### src/rtl/tick_sample_buffer.sv
// Tick-strobed sample capture into a first-word-fall-through FIFO feeding the FIR stage.
// A small IDLE/RUN/DRAIN FSM gates capture. Overflow and the drop counter are sticky until cleared.
module tick_sample_buffer #(
  parameter int DATA_W = 16,
  parameter int DEPTH  = 8
) (
  input  logic                       clk,
  input  logic                       rst,
  input  logic                       en,
  input  logic                       tick,
  input  logic [DATA_W-1:0]          in_data,
  output logic [DATA_W-1:0]          out_data,
  output logic                       out_valid,
  input  logic                       out_ready,
  output logic [$clog2(DEPTH):0]     level,
  output logic                       busy,
  output logic                       overflow,
  output logic [7:0]                 drop_cnt,
  input  logic                       clr_ovf
);

  localparam int PTR_W = $clog2(DEPTH);
  localparam int LVL_W = PTR_W + 1;

  typedef enum logic [1:0] {
    ST_IDLE  = 2'd0,
    ST_RUN   = 2'd1,
    ST_DRAIN = 2'd2
  } state_t;

  state_t              r_state;
  logic [DATA_W-1:0]   r_mem [DEPTH];
  logic [PTR_W-1:0]    r_wr_ptr;
  logic [PTR_W-1:0]    r_rd_ptr;
  logic [LVL_W-1:0]    r_level;
  logic                r_overflow;
  logic [7:0]          r_drop_cnt;

  logic                w_capture;
  logic                w_pop;
  logic                w_full;
  logic                w_write;
  logic                w_drop;
  logic [LVL_W-1:0]    w_level_next;

  assign w_capture    = (r_state == ST_RUN) && tick;
  assign w_pop        = out_valid && out_ready;
  assign w_full       = (r_level == LVL_W'(DEPTH));
  // A full FIFO still accepts a capture when the head leaves on the same edge.
  assign w_write      = w_capture && (!w_full || w_pop);
  assign w_drop       = w_capture && w_full && !w_pop;
  assign w_level_next = r_level + LVL_W'(w_write) - LVL_W'(w_pop);

  always_ff @(posedge clk or posedge rst) begin
    // NOTE: sequential state uses non-blocking assignments so every register samples pre-edge values.
    if (rst) begin
      r_state  <= ST_IDLE;
      r_wr_ptr <= '0;
      r_rd_ptr <= '0;
      r_level  <= '0;
    end else begin
      if (w_write) r_wr_ptr <= r_wr_ptr + 1'b1;
      if (w_pop)   r_rd_ptr <= r_rd_ptr + 1'b1;
      r_level <= w_level_next;
      case (r_state)
        ST_IDLE:  if (en) r_state <= ST_RUN;
        ST_RUN:   if (!en) r_state <= (w_level_next != '0) ? ST_DRAIN : ST_IDLE;
        ST_DRAIN: begin
          if (en)                         r_state <= ST_RUN;
          else if (w_level_next == '0)    r_state <= ST_IDLE;
        end
        default:  r_state <= ST_IDLE;
      endcase
    end
  end

  // NOTE: the storage array has no reset; emptiness is tracked by r_level, so stale contents are never visible.
  always_ff @(posedge clk) begin
    if (w_write) r_mem[r_wr_ptr] <= in_data;
  end

  always_ff @(posedge clk or posedge rst) begin
    if (rst) begin
      r_overflow <= 1'b0;
      r_drop_cnt <= '0;
    end else if (w_drop) begin
      r_overflow <= 1'b1;
      if (clr_ovf)                 r_drop_cnt <= 8'd1;
      else if (r_drop_cnt != 8'hFF) r_drop_cnt <= r_drop_cnt + 8'd1;
    end else if (clr_ovf) begin
      r_overflow <= 1'b0;
      r_drop_cnt <= '0;
    end
  end

  assign out_valid = (r_level != '0);
  assign out_data  = out_valid ? r_mem[r_rd_ptr] : '0;
  assign level     = r_level;
  assign busy      = (r_state != ST_IDLE);
  assign overflow  = r_overflow;
  assign drop_cnt  = r_drop_cnt;

endmodule

### config.mk
export PLATFORM = sky130hd
export DESIGN_NAME = tick_sample_buffer
export DESIGN_NICKNAME = d
export VERILOG_FILES = /design/src/rtl/tick_sample_buffer.sv
export SDC_FILE = /design/constraint.sdc
export NUM_CORES = 1
export LEC_CHECK = 0
export CELL_PAD_IN_SITES_DETAIL_PLACEMENT = 1
export CELL_PAD_IN_SITES_GLOBAL_PLACEMENT = 1
export CORE_MARGIN = 2
export CORE_UTILIZATION = 50
export CTS_BUF_LIST = sky130_fd_sc_hd__clkbuf_8 sky130_fd_sc_hd__clkbuf_16
export CTS_CLUSTER_SIZE = 20
export DETAILED_ROUTE_END_ITERATION = 10
export DONT_BUFFER_PORTS = 1
export PLACE_DENSITY_LB_ADDON = 0.1
export RECOVER_POWER = 25
export SLEW_MARGIN = 20
export SYNTH_ARGS = -nofsm -noshare
export SYNTH_HDL_FRONTEND = slang
export SYNTH_SLANG_ARGS = --single-unit
### constraint.sdc
create_clock -name clk -period 4.6 [get_ports clk]
set_input_delay 0.69 -clock clk [delete_from_list [all_inputs] [get_ports clk]]
set_output_delay 0.69 -clock clk [all_outputs]
set_load 0.01 [all_outputs]
==> summary.txt, run 1 <==
Clock network
  • TritonCTS clock tree: done
  • Number of buffers added for setup after CTS: 0
  • Clock root buffer: sky130_fd_sc_hd__clkbuf_16
  • Number of hold buffers added after cts: 0
  • Clock latency at the later pin of the worst-skew pair: 0.42 ns
  • Total clock buffers created by CTS: 17
  • H-Tree Depth: 4
  • CTS sink count: 149
  • Clk pin slew, worst setup/hold paths: 0.06 ns
  • Number of gates resized after cts: 0
  • CTS Buffer Depth: 2

Synthesis
  • Share of synthesized cell area in and, or, nand and nor gates: 5.91%
  • Average cell area after synthesis: 18.7 um2
  • Fraction of the yosys area taken by sequential cells: 72.4%
  • Main combinational cell family by area after synthesis: multiplexers
  • Dominant cells by area after synthesis: sky130_fd_sc_hd__edfxtp_1 64%, sky130_fd_sc_hd__mux4_2 12%, sky130_fd_sc_hd__dfrtp_1 8.7%
  • Area share of xor/xnor cells in the synthesized design: 0.871%
  • Share of the synthesized area in the top cell type: 63.7%
  • Syn nets: 354
  • Dominant register cell in the synthesized netlist: sky130_fd_sc_hd__edfxtp_1
  • Number of enable flip-flop cells after synthesis: 128
  • Fraction of synthesized area in multiplexers: 15.0%
  • Yosys warnings: 0
  • Post-synth ARST share: 14.1%
  • Number of distinct library cells after synthesis: 42
  • Post-synthesis instance total: 323
  • Post-synthesis adder-cell area fraction: 1.99%
  • Yosys reg bits: 149
  • Cell type with the highest aggregate area in the netlist: sky130_fd_sc_hd__edfxtp_1
  • Area fraction in compound gates after synthesis: 2.26%
  • Mapped cell area: 6040 um2

STA
  • Max-slew violations: 0
  • Remaining max-slew budget at the tightest pin: 43.8%
  • Fmax achieved: 0.320 GHz
  • Clk_skew: 0.00578 ns
  • Crit path time final: 3.13 ns
  • Least-Margin Pin Slew: 0.841 ns
  • Final total negative setup slack: 0 ns
  • Unrepaired setup endpoints after global routing: no
  • Final setup violation count: 0
  • Min setup slack post-route: 1.47 ns
  • Final Hold Violating Endpoints: 0
  • Worst slack on hold paths: 0.323 ns
  • Final clock period utilization by the worst path: 68.0%

Placement
  • Total placed instance area: 6250 um2
  • Setup slack at placement: 1.62 ns
  • DPL Wire Length: 6930 um
  • Placed insts: 467
  • Placer's final routability congestion estimate: 0.785
  • Port bufs: 0

Route
  • Drt wl/cell: 24.0 um
  • Final ANT Viol Nets: 0
  • Via count of the routed design: 2921
  • DRC viols: 0
  • Total iterations of the first detailed-routing run: 4
  • Initial DRC Count: 219
  • Number of vias per cell after detailed routing: 5.88
  • Detailed Route WL: 11900 um

Global route
  • Largest net degree at the start of global routing: 23
  • Overall overflow remaining after global route: 0
  • Number of antenna violations at the first check in global routing: 0
  • Total track usage: 20.1%
  • Number of global-route vias before repair: 3103
  • Global-route wire length before repair: 18400 um

Hold path
  • Path class of the lowest-slack min-delay path: in -> reg
  • Worst hold start: clr_ovf
  • Worst hold path endpoint: drop_cnt[4]
  • Number of cells traversed by the worst hold path: 1

Final layout
  • Cell area after layout: 6820 um2
  • Area growth, synth to finish: 12.9%
  • Layout cells sized above 1: 23.7%
  • FILL cells: 1046
  • Final Core Density: 57.2%
  • Register area: 4370 um2
  • Area of combinational cells with multiple inputs: 1580 um2
  • Finished Layout Cells: 497
  • Antenna Diode Count: 0
  • Count of nets after finishing: 370

Floorplanning
  • Std-Cell Rows: 40
  • Initial core utilization: 50.7%
  • X dimension of the die: 114 um
  • Die area: 13000 um2
  • Core footprint: 11900 um2
  • Die height: 114 um
  • Number of top-level pins: 53

Worst setup path
  • Critical Path Fanout Max: 19
  • CP Launch Type: flop
  • Kind of end point of the critical path: primary output
  • Data required, critical path: 3.91 ns
  • Depth of the worst register-to-register path: 9
  • Critical path arrival: 2.44 ns
  • Reg-to-reg slack, setup: 1.63 ns
  • Crit Reg-Reg Startpoint: level[0]
  • Reg-to-Reg End: r_state[1]
  • Category of the most critical setup path: reg -> out

Run status
  • Status: finished clean

Power and ir drop
  • Overall power of the completed layout: 4.12 mW
  • Power density relative to cell area: 604 nW/um2
  • Leakage: 2.35 nW
  • Peak supply drop: 285 uV

Run
  • Total of max-cap violations: 0
-- placed cells by master, fill, tap and decap left out, types with 3 or more instances in the layout --
master / netlist / routed
sky130_fd_sc_hd__inv_1: 8 / 10
sky130_fd_sc_hd__nor3_2: 1 / 3
sky130_fd_sc_hd__xor2_1: 3 / 3
sky130_fd_sc_hd__nand2_1: 8 / 8
sky130_fd_sc_hd__xnor2_1: 3 / 3
sky130_fd_sc_hd__bufinv_16: 0 / 3
sky130_fd_sc_hd__clkbuf_16: 0 / 17
sky130_fd_sc_hd__edfxtp_1: 128 / 128
sky130_fd_sc_hd__buf_4: 2 / 11
sky130_fd_sc_hd__nand3_1: 6 / 6
sky130_fd_sc_hd__o31ai_1: 3 / 3
sky130_fd_sc_hd__nand2b_1: 5 / 5
sky130_fd_sc_hd__ha_1: 8 / 8
sky130_fd_sc_hd__mux2i_1: 16 / 16
sky130_fd_sc_hd__clkinv_2: 0 / 5
sky130_fd_sc_hd__dfrtp_1: 21 / 19
sky130_fd_sc_hd__a21oi_1: 9 / 9
sky130_fd_sc_hd__mux4_2: 32 / 32
sky130_fd_sc_hd__nor2_1: 26 / 26
-- state kept, by name, summed over array words and instances, names as in the netlist --
| name | cells |
|---|---|
| r_wr_ptr | 3 |
| r_rd_ptr | 3 |
| drop_cnt | 8 |
| overflow | 1 |
| level | 4 |
| r_mem | 128 |
| r_state | 2 |
-- critical path, cell delays in order, from the launching register on --
cell and delay, ns:
sky130_fd_sc_hd__dfrtp_2 0.71, sky130_fd_sc_hd__buf_4 0.46, sky130_fd_sc_hd__mux4_2 0.55, sky130_fd_sc_hd__mux2i_1 0.17, sky130_fd_sc_hd__nor2_1 0.12
-- layer usage --
layer	vias to the layer above	global-route usage (%)	share of wire [%]
met3	10	6.06	5.0
met2	58	31.8	50
li1	1314	-	-
met1	1539	26.9	43
met4	0	7.32	1.5
met5	-	0	0
-- cell usage after synthesis, types with 3 or more instances --
| cell | n |
|---|---|
| sky130_fd_sc_hd__edfxtp_1 | 128 |
| sky130_fd_sc_hd__mux4_2 | 32 |
| sky130_fd_sc_hd__nor2_1 | 26 |
| sky130_fd_sc_hd__dfrtp_1 | 21 |
| sky130_fd_sc_hd__mux2i_1 | 16 |
| sky130_fd_sc_hd__a21oi_1 | 9 |
| sky130_fd_sc_hd__ha_1 | 8 |
| sky130_fd_sc_hd__inv_1 | 8 |
| sky130_fd_sc_hd__nand2_1 | 8 |
| sky130_fd_sc_hd__nand3_1 | 6 |
| sky130_fd_sc_hd__nand2b_1 | 5 |
| sky130_fd_sc_hd__buf_2 | 4 |
| sky130_fd_sc_hd__clkbuf_1 | 4 |
| sky130_fd_sc_hd__nor3_1 | 4 |
| sky130_fd_sc_hd__o31ai_1 | 3 |
| sky130_fd_sc_hd__xnor2_1 | 3 |
| sky130_fd_sc_hd__xor2_1 | 3 |
-- kinds of logic after synthesis --
group / after synthesis
compound gates: 20
xor+xnor: 6
fa+ha+maj: 9
buf+inv: 22
flops: 149
mux: 50
simple gates: 67
-- layout make-up --
| class | instances | area share (%) |
|---|---|---|
| Clock buffer | 17 | 6.24 |
| Sequential cell | 149 | 64.1 |
| Clock inverter | 13 | 2.11 |
| Inverter | 8 | 0.441 |
| Tap cell | 147 | 2.70 |
| Timing Repair Buffer | 11 | 1.21 |
| Multi-Input combinational cell | 152 | 23.2 |
-- worst max path at each step --
stage	start	to	slack, ns	cells past startpoint
2_1_floorplan	level[2]	r_mem[0][0]	1.73	6
3_3_place_gp	level[0]	r_state[1]	1.69	9
3_5_place_dp	level[0]	r_state[1]	1.62	9
4_1_cts	r_rd_ptr[0]	out_data[7]	1.36	4
5_1_grt	r_rd_ptr[0]	out_data[7]	1.26	4
6_report	r_rd_ptr[0]	out_data[7]	1.47	4
-- power by group --
part           internal, mW  switching, mW
registers              1.60          0.189
clock network         0.835          0.506
logic                 0.474          0.514
total                  2.91           1.21
Note: power is estimated with default switching activity, not from simulation.
==> run 2: changes to the inputs <==
CORE_UTILIZATION = 49   (was 50)
clock period = 2.8 ns   (was 4.6 ns; I/O delays follow)
==> summary.txt, run 2 (synthesis gave the netlist of run 1 again) <==
Worst setup path
  • Critical path arrival: 2.90 ns (+0.46 ns)
  • Crit Reg-Reg Startpoint: level[3]
  • CP Launch Type: flop
  • Reg-to-reg slack, setup: 0.20 ns (-1.43 ns)
  • Kind of end point of the critical path: flop
  • Category of the most critical setup path: reg -> reg
  • Data required, critical path: 3.10 ns (-0.81 ns)
  • Critical Path Fanout Max: 4 (-15)
  • Reg-to-Reg End: r_state[1]
  • Depth of the worst register-to-register path: 9 (unchanged)

Power and ir drop
  • Power density relative to cell area: 978 nW/um2 (+62%)
  • Leakage: 2.42 nW (+2.9%)
  • Peak supply drop: 434 uV (+52%)
  • Overall power of the completed layout: 6.77 mW (+64%)

Clock network
  • Clock latency at the later pin of the worst-skew pair: 0.42 ns (about the same)
  • Clock root buffer: sky130_fd_sc_hd__clkbuf_16
  • Number of gates resized after cts: 0 (unchanged)
  • H-Tree Depth: 4 (unchanged)
  • CTS Buffer Depth: 2 (unchanged)
  • Number of buffers added for setup after CTS: 0 (unchanged)
  • Number of hold buffers added after cts: 0 (unchanged)
  • TritonCTS clock tree: done
  • Total clock buffers created by CTS: 17 (unchanged)
  • CTS sink count: 149 (unchanged)
  • Clk pin slew, worst setup/hold paths: 0.06 ns (about the same)

Route
  • DRC viols: 0 (unchanged)
  • Number of vias per cell after detailed routing: 5.69 (-3.2%)
  • Detailed Route WL: 12100 um (+1.6%)
  • Via count of the routed design: 2919 (-0.068%)
  • Total iterations of the first detailed-routing run: 4 (unchanged)
  • Initial DRC Count: 241 (+10%)
  • Drt wl/cell: 23.6 um (-1.6%)
  • Final ANT Viol Nets: 0 (unchanged)

STA
  • Max-slew violations: 0 (unchanged)
  • Least-Margin Pin Slew: 0.809 ns (-0.0323 ns)
  • Final setup violation count: 0 (unchanged)
  • Fmax achieved: 0.384 GHz
  • Clk_skew: 0.00683 ns (+0.00105 ns)
  • Remaining max-slew budget at the tightest pin: 46.0% (+2.2 points)
  • Final clock period utilization by the worst path: 92.9%
  • Worst slack on hold paths: 0.0475 ns (-0.276 ns)
  • Unrepaired setup endpoints after global routing: no
  • Crit path time final: 2.60 ns
  • Final Hold Violating Endpoints: 0 (unchanged)
  • Final total negative setup slack: 0 ns (unchanged)

Global route
  • Number of global-route vias before repair: 3225 (+3.9%)
  • Largest net degree at the start of global routing: 35 (+52%)
  • Global-route wire length before repair: 18800 um (+2.2%)
  • Overall overflow remaining after global route: 0 (unchanged)
  • Number of antenna violations at the first check in global routing: 0 (unchanged)
  • Total track usage: 20.2% (+0.051 points)

Final layout
  • Number of flip-flops under the largest register name: 128 (unchanged)
  • Antenna Diode Count: 0 (unchanged)
  • FILL cells: 1044 (-0.19%)
  • Most common library cell in the layout ignoring fill and taps: sky130_fd_sc_hd__edfxtp_1
  • Final Core Density: 57.6% (+0.37 points)
  • Layout cells sized above 1: 26.0% (+2.2 points)
  • Area growth, synth to finish: 14.6%
  • Count of nets after finishing: 385 (+4.1%)
  • Commonest non-fill, non-tap cells in the layout: 128 x sky130_fd_sc_hd__edfxtp_1, 32 x sky130_fd_sc_hd__mux4_2, 26 x sky130_fd_sc_hd__nor2_1
  • Top reg by flops: r_mem

Floorplanning
  • Std-Cell Rows: 40 (unchanged)
  • Initial core utilization: 50.3% (-0.42 points)
  • X dimension of the die: 115 um (+0.98%)
  • Die height: 115 um (+0.98%)
  • Die area: 13200 um2 (+2.0%)
  • Core footprint: 12000 um2 (+0.84%)
  • Number of top-level pins: 53 (unchanged)

Run
  • Total of max-cap violations: 0 (unchanged)

Placement
  • Placer's final routability congestion estimate: 0.736 (-6.3%)
  • Port bufs: 0 (unchanged)
  • DPL Wire Length: 7520 um (+8.4%)

Run status
  • Status: finished clean

Hold path
  • Path class of the lowest-slack min-delay path: in -> async
[run 2: cell count changes in the layout (fill, tap and decap cells not counted)]
cell,before,now
sky130_fd_sc_hd__buf_12,0,1
sky130_fd_sc_hd__buf_4,11,25
sky130_fd_sc_hd__bufinv_16,3,2
sky130_fd_sc_hd__clkinv_1,1,3
sky130_fd_sc_hd__clkinv_2,5,3
sky130_fd_sc_hd__clkinv_4,2,0
sky130_fd_sc_hd__clkinvlp_4,0,2
sky130_fd_sc_hd__dfrtp_1,19,20
sky130_fd_sc_hd__dfrtp_2,2,1
sky130_fd_sc_hd__inv_1,10,11
sky130_fd_sc_hd__inv_6,0,1
[run 2: how the worst max path moves through the flow]
stage,from,end,cells past startpoint
final,level[3],r_state[1],9
after CTS,level[3],r_state[1],9
after global routing,level[3],r_state[1],9
after global placement,level[3],r_state[1],9
after floorplan,level[0],r_state[1],9
after detailed placement,level[3],r_state[1],9
[run 2: layout make-up]
class / instances / area [um2] / area share, %
repair buffers: 26 / 208 / 3.00
flip-flops and latches: 149 / 4370 / 63.2
clock inverters: 14 / 121 / 1.75
clock buffers: 17 / 425 / 6.15
inverters: 8 / 30.0 / 0.434
well taps: 147 / 184 / 2.66
multi-input cells: 152 / 1580 / 22.8
[run 2: worst max-delay path, cell delays in order (launching register included)]
cell and delay (ns):
sky130_fd_sc_hd__dfrtp_1 0.42, sky130_fd_sc_hd__inv_1 0.07, sky130_fd_sc_hd__ha_1 0.20, sky130_fd_sc_hd__and2_1 0.16, sky130_fd_sc_hd__inv_1 0.17, sky130_fd_sc_hd__nand3_1 0.18, sky130_fd_sc_hd__a21bo_2 0.23, sky130_fd_sc_hd__ha_1 0.18
sky130_fd_sc_hd__fa_1 0.44, sky130_fd_sc_hd__o41a_1 0.43
[run 2: where the power goes]
part | total (mW) | leakage, nW | internal, mW | switching (mW)
sequential | 2.80 | 1.42 | 2.63 | 0.166
clock | 2.12 | 0.275 | 1.28 | 0.834
combinational | 1.86 | 0.720 | 0.854 | 1.00
[run 2: stage by stage]
stage / setup WS [ns] / instance area (um2) / instances
after global placement: 0.274 / 6370 / 482
after floorplan: 0.228 / 6050 / 323
after CTS: 0.170 / 6920 / 513
after global routing: 0.0115 / 6920 / 513
after detailed placement: 0.216 / 6370 / 482
final: 0.198 / 6920 / 513
[run 2: metal layers]
layer	vias to the layer above	track usage [%]	part of all wire, %
met5	-	0	0
met4	0	6.51	0.75
met3	8	7.06	4.9
met2	62	31.6	50
met1	1506	26.8	45
li1	1343	-	-
==> run 3: changes to the inputs <==
SETUP_SLACK_MARGIN = 0.4   (was unset)
==> summary.txt, run 3 (synthesis gave the netlist of run 1 again) <==
Run status
  • Status: finished clean

Final layout
  • Most common library cell in the layout ignoring fill and taps: sky130_fd_sc_hd__edfxtp_1
  • Area growth, synth to finish: 17.8%
  • Commonest non-fill, non-tap cells in the layout: 128 x sky130_fd_sc_hd__edfxtp_1, 32 x sky130_fd_sc_hd__mux4_2, 25 x sky130_fd_sc_hd__nor2_1
  • Count of nets after finishing: 384 (-0.26%)
  • Top reg by flops: r_mem
  • Final Core Density: 59.2% (+1.6 points)
  • Number of flip-flops under the largest register name: 128 (unchanged)
  • Antenna Diode Count: 0 (unchanged)
  • Layout cells sized above 1: 29.9% (+3.9 points)

Route
  • Drt wl/cell: 23.4 um (-1.2%)
  • Final ANT Viol Nets: 0 (unchanged)
  • Initial DRC Count: 257 (+6.6%)
  • Met2 Routed Length: 6190 um (+3.0%)
  • Number of vias per cell after detailed routing: 5.86 (+3.0%)
  • Total iterations of the first detailed-routing run: 4 (unchanged)
  • Via count of the routed design: 3001 (+2.8%)
  • Detailed Route WL: 12000 um (-1.4%)
  • DRC viols: 0 (unchanged)
  • Met1 wire length: 5020 um (-7.7%)
  • DR WL met3: 614 um (+3.4%)
  • Uppermost layer routed: met4

Global route
  • Number of antenna violations at the first check in global routing: 0 (unchanged)
  • Number of global-route vias before repair: 3273 (+1.5%)
  • Total track usage: 20.1% (-0.11 points)
  • Global-route wire length before repair: 18800 um (-0.25%)
  • Largest net degree at the start of global routing: 33 (-5.7%)
  • Overall overflow remaining after global route: 0 (unchanged)

Floorplanning
  • Number of top-level pins: 53 (unchanged)
  • Die height: 115 um (unchanged)
  • X dimension of the die: 115 um (unchanged)
  • Die area: 13200 um2 (unchanged)
  • Initial core utilization: 50.3% (unchanged)
  • Std-Cell Rows: 40 (unchanged)
  • Core footprint: 12000 um2 (unchanged)

Worst setup path
  • Critical Path Fanout Max: 4 (unchanged)
  • CP Launch Type: flop
  • Crit Reg-Reg Startpoint: level[2]
  • Delay of the slowest critical-path stage: 0.47 ns (+0.03 ns)
  • Slowest CP cell: sky130_fd_sc_hd__fa_1
  • Top cell family by delay on the critical path: adder cells
  • Critical path arrival: 2.66 ns (-0.24 ns)
  • Category of the most critical setup path: reg -> reg
  • Launch point of the worst path: level[2]
  • Cell-by-cell trace of the critical path: inv_2 > ha_4 > and2_4 > inv_6 > nand3_4 > a21bo_4 > ha_4 > fa_1 > o41a_1
  • Kind of end point of the critical path: flop
  • Number of buffers and inverters on the critical path: 2 (unchanged)
  • CP most frequent cell: sky130_fd_sc_hd__ha_4
  • Data required, critical path: 3.10 ns (about the same)

Clock network
  • Clk pin slew, worst setup/hold paths: 0.06 ns (about the same)
  • Clock latency at the later pin of the worst-skew pair: 0.42 ns (about the same)
  • CTS Buffer Depth: 2 (unchanged)
  • TritonCTS clock tree: done
  • Number of hold buffers added after cts: 0 (unchanged)
  • Clock root buffer: sky130_fd_sc_hd__clkbuf_16
  • Total clock buffers created by CTS: 17 (unchanged)
  • CTS sink count: 149 (unchanged)
  • H-Tree Depth: 4 (unchanged)

STA
  • Final Hold Violating Endpoints: 0 (unchanged)
  • Unrepaired setup endpoints after global routing: yes
  • Final clock period utilization by the worst path: 84.3% (-8.6 points)
  • Least-Margin Pin Slew: 0.868 ns (+0.0585 ns)
  • Remaining max-slew budget at the tightest pin: 42.1% (-3.9 points)
  • Crit path time final: 2.36 ns (-0.241 ns)
  • Final setup violation count: 0 (unchanged)
  • Max-slew violations: 0 (unchanged)
  • Clk_skew: 0.00372 ns (-0.00311 ns)
  • Fmax achieved: 0.424 GHz (+10%)
  • Final total negative setup slack: 0 ns (unchanged)

Power and ir drop
  • Peak supply drop: 547 uV (+26%)
  • Leakage: 2.46 nW (+1.9%)
  • Power density relative to cell area: 1010 nW/um2 (+3.2%)

Placement
  • Port bufs: 0 (unchanged)
  • Placer's final routability congestion estimate: 0.729 (-0.84%)
  • DPL Wire Length: 7260 um (-3.4%)

Hold path
  • Path class of the lowest-slack min-delay path: in -> reg
  • Worst hold start: clr_ovf

Run
  • Total of max-cap violations: 0 (unchanged)
run 3: final timing paths:
| kind | end | slack [ns] | cells past startpoint |
|---|---|---|---|
| max | r_state[1] | 0.44 | 9 |
| min | drop_cnt[1] | 0.05 | 1 |
| max reg2reg | r_state[1] | 0.44 | 9 |
| min reg2reg | r_wr_ptr[0] | 0.54 | 1 |
| max in group asynchronous | level[1] | 2.14 | 1 |
| min in group asynchronous | drop_cnt[0] | 0.07 | 1 |
run 3: metal layers:
layer  vias to the layer above  GRT usage, %
met5                         -             0
met4                         0          7.95
met3                        11          6.27
met2                        72          33.9
met1                      1576          24.3
li1                       1342             -
run 3: power by group:
| group | leakage (nW) | total, mW | switching (mW) | internal, mW |
|---|---|---|---|---|
| Combinational | 0.743 | 2.03 | 1.03 | 1.01 |
| Clock | 0.300 | 2.30 | 0.834 | 1.46 |
| Sequential | 1.42 | 2.85 | 0.215 | 2.63 |
run 3: through the flow:
step / total power, mW / worst slack, ns / hold WS (ns) / area [um2] / cells
floorplan: 4.28 / 0.401 / 0.396 / 6080 / 323
global route: 7.52 / 0.352 / 0.0350 / 7110 / 512
CTS: 7.20 / 0.376 / 0.0343 / 7050 / 509
finish: 7.18 / 0.439 / 0.0547 / 7110 / 512
global placement: 4.68 / 0.167 / 0.485 / 6340 / 471
detailed placement: 4.73 / 0.0945 / 0.487 / 6340 / 471
run 3: final cells by class:
cell class	instances	area (um2)
Timing Repair Buffer	25	263
Fill cell	1031	4900
Clock inverter	14	170
Tap cell	147	184
Clock buffer	17	425
Inverter	8	35.0
Sequential cell	149	4370
Multi-Input combinational cell	152	1660
run 3: timing repair:
| item | in CTS | in global routing |
|---|---|---|
| endpoints found under the setup margin | 16 | 10 |
| gates resized for setup | 9 | 4 |
| pin swaps | 5 | 4 |
| buffers inserted | 6 | 2 |
| endpoints found under the hold margin | 0 | 0 |
| gates cloned | 1 | 1 |
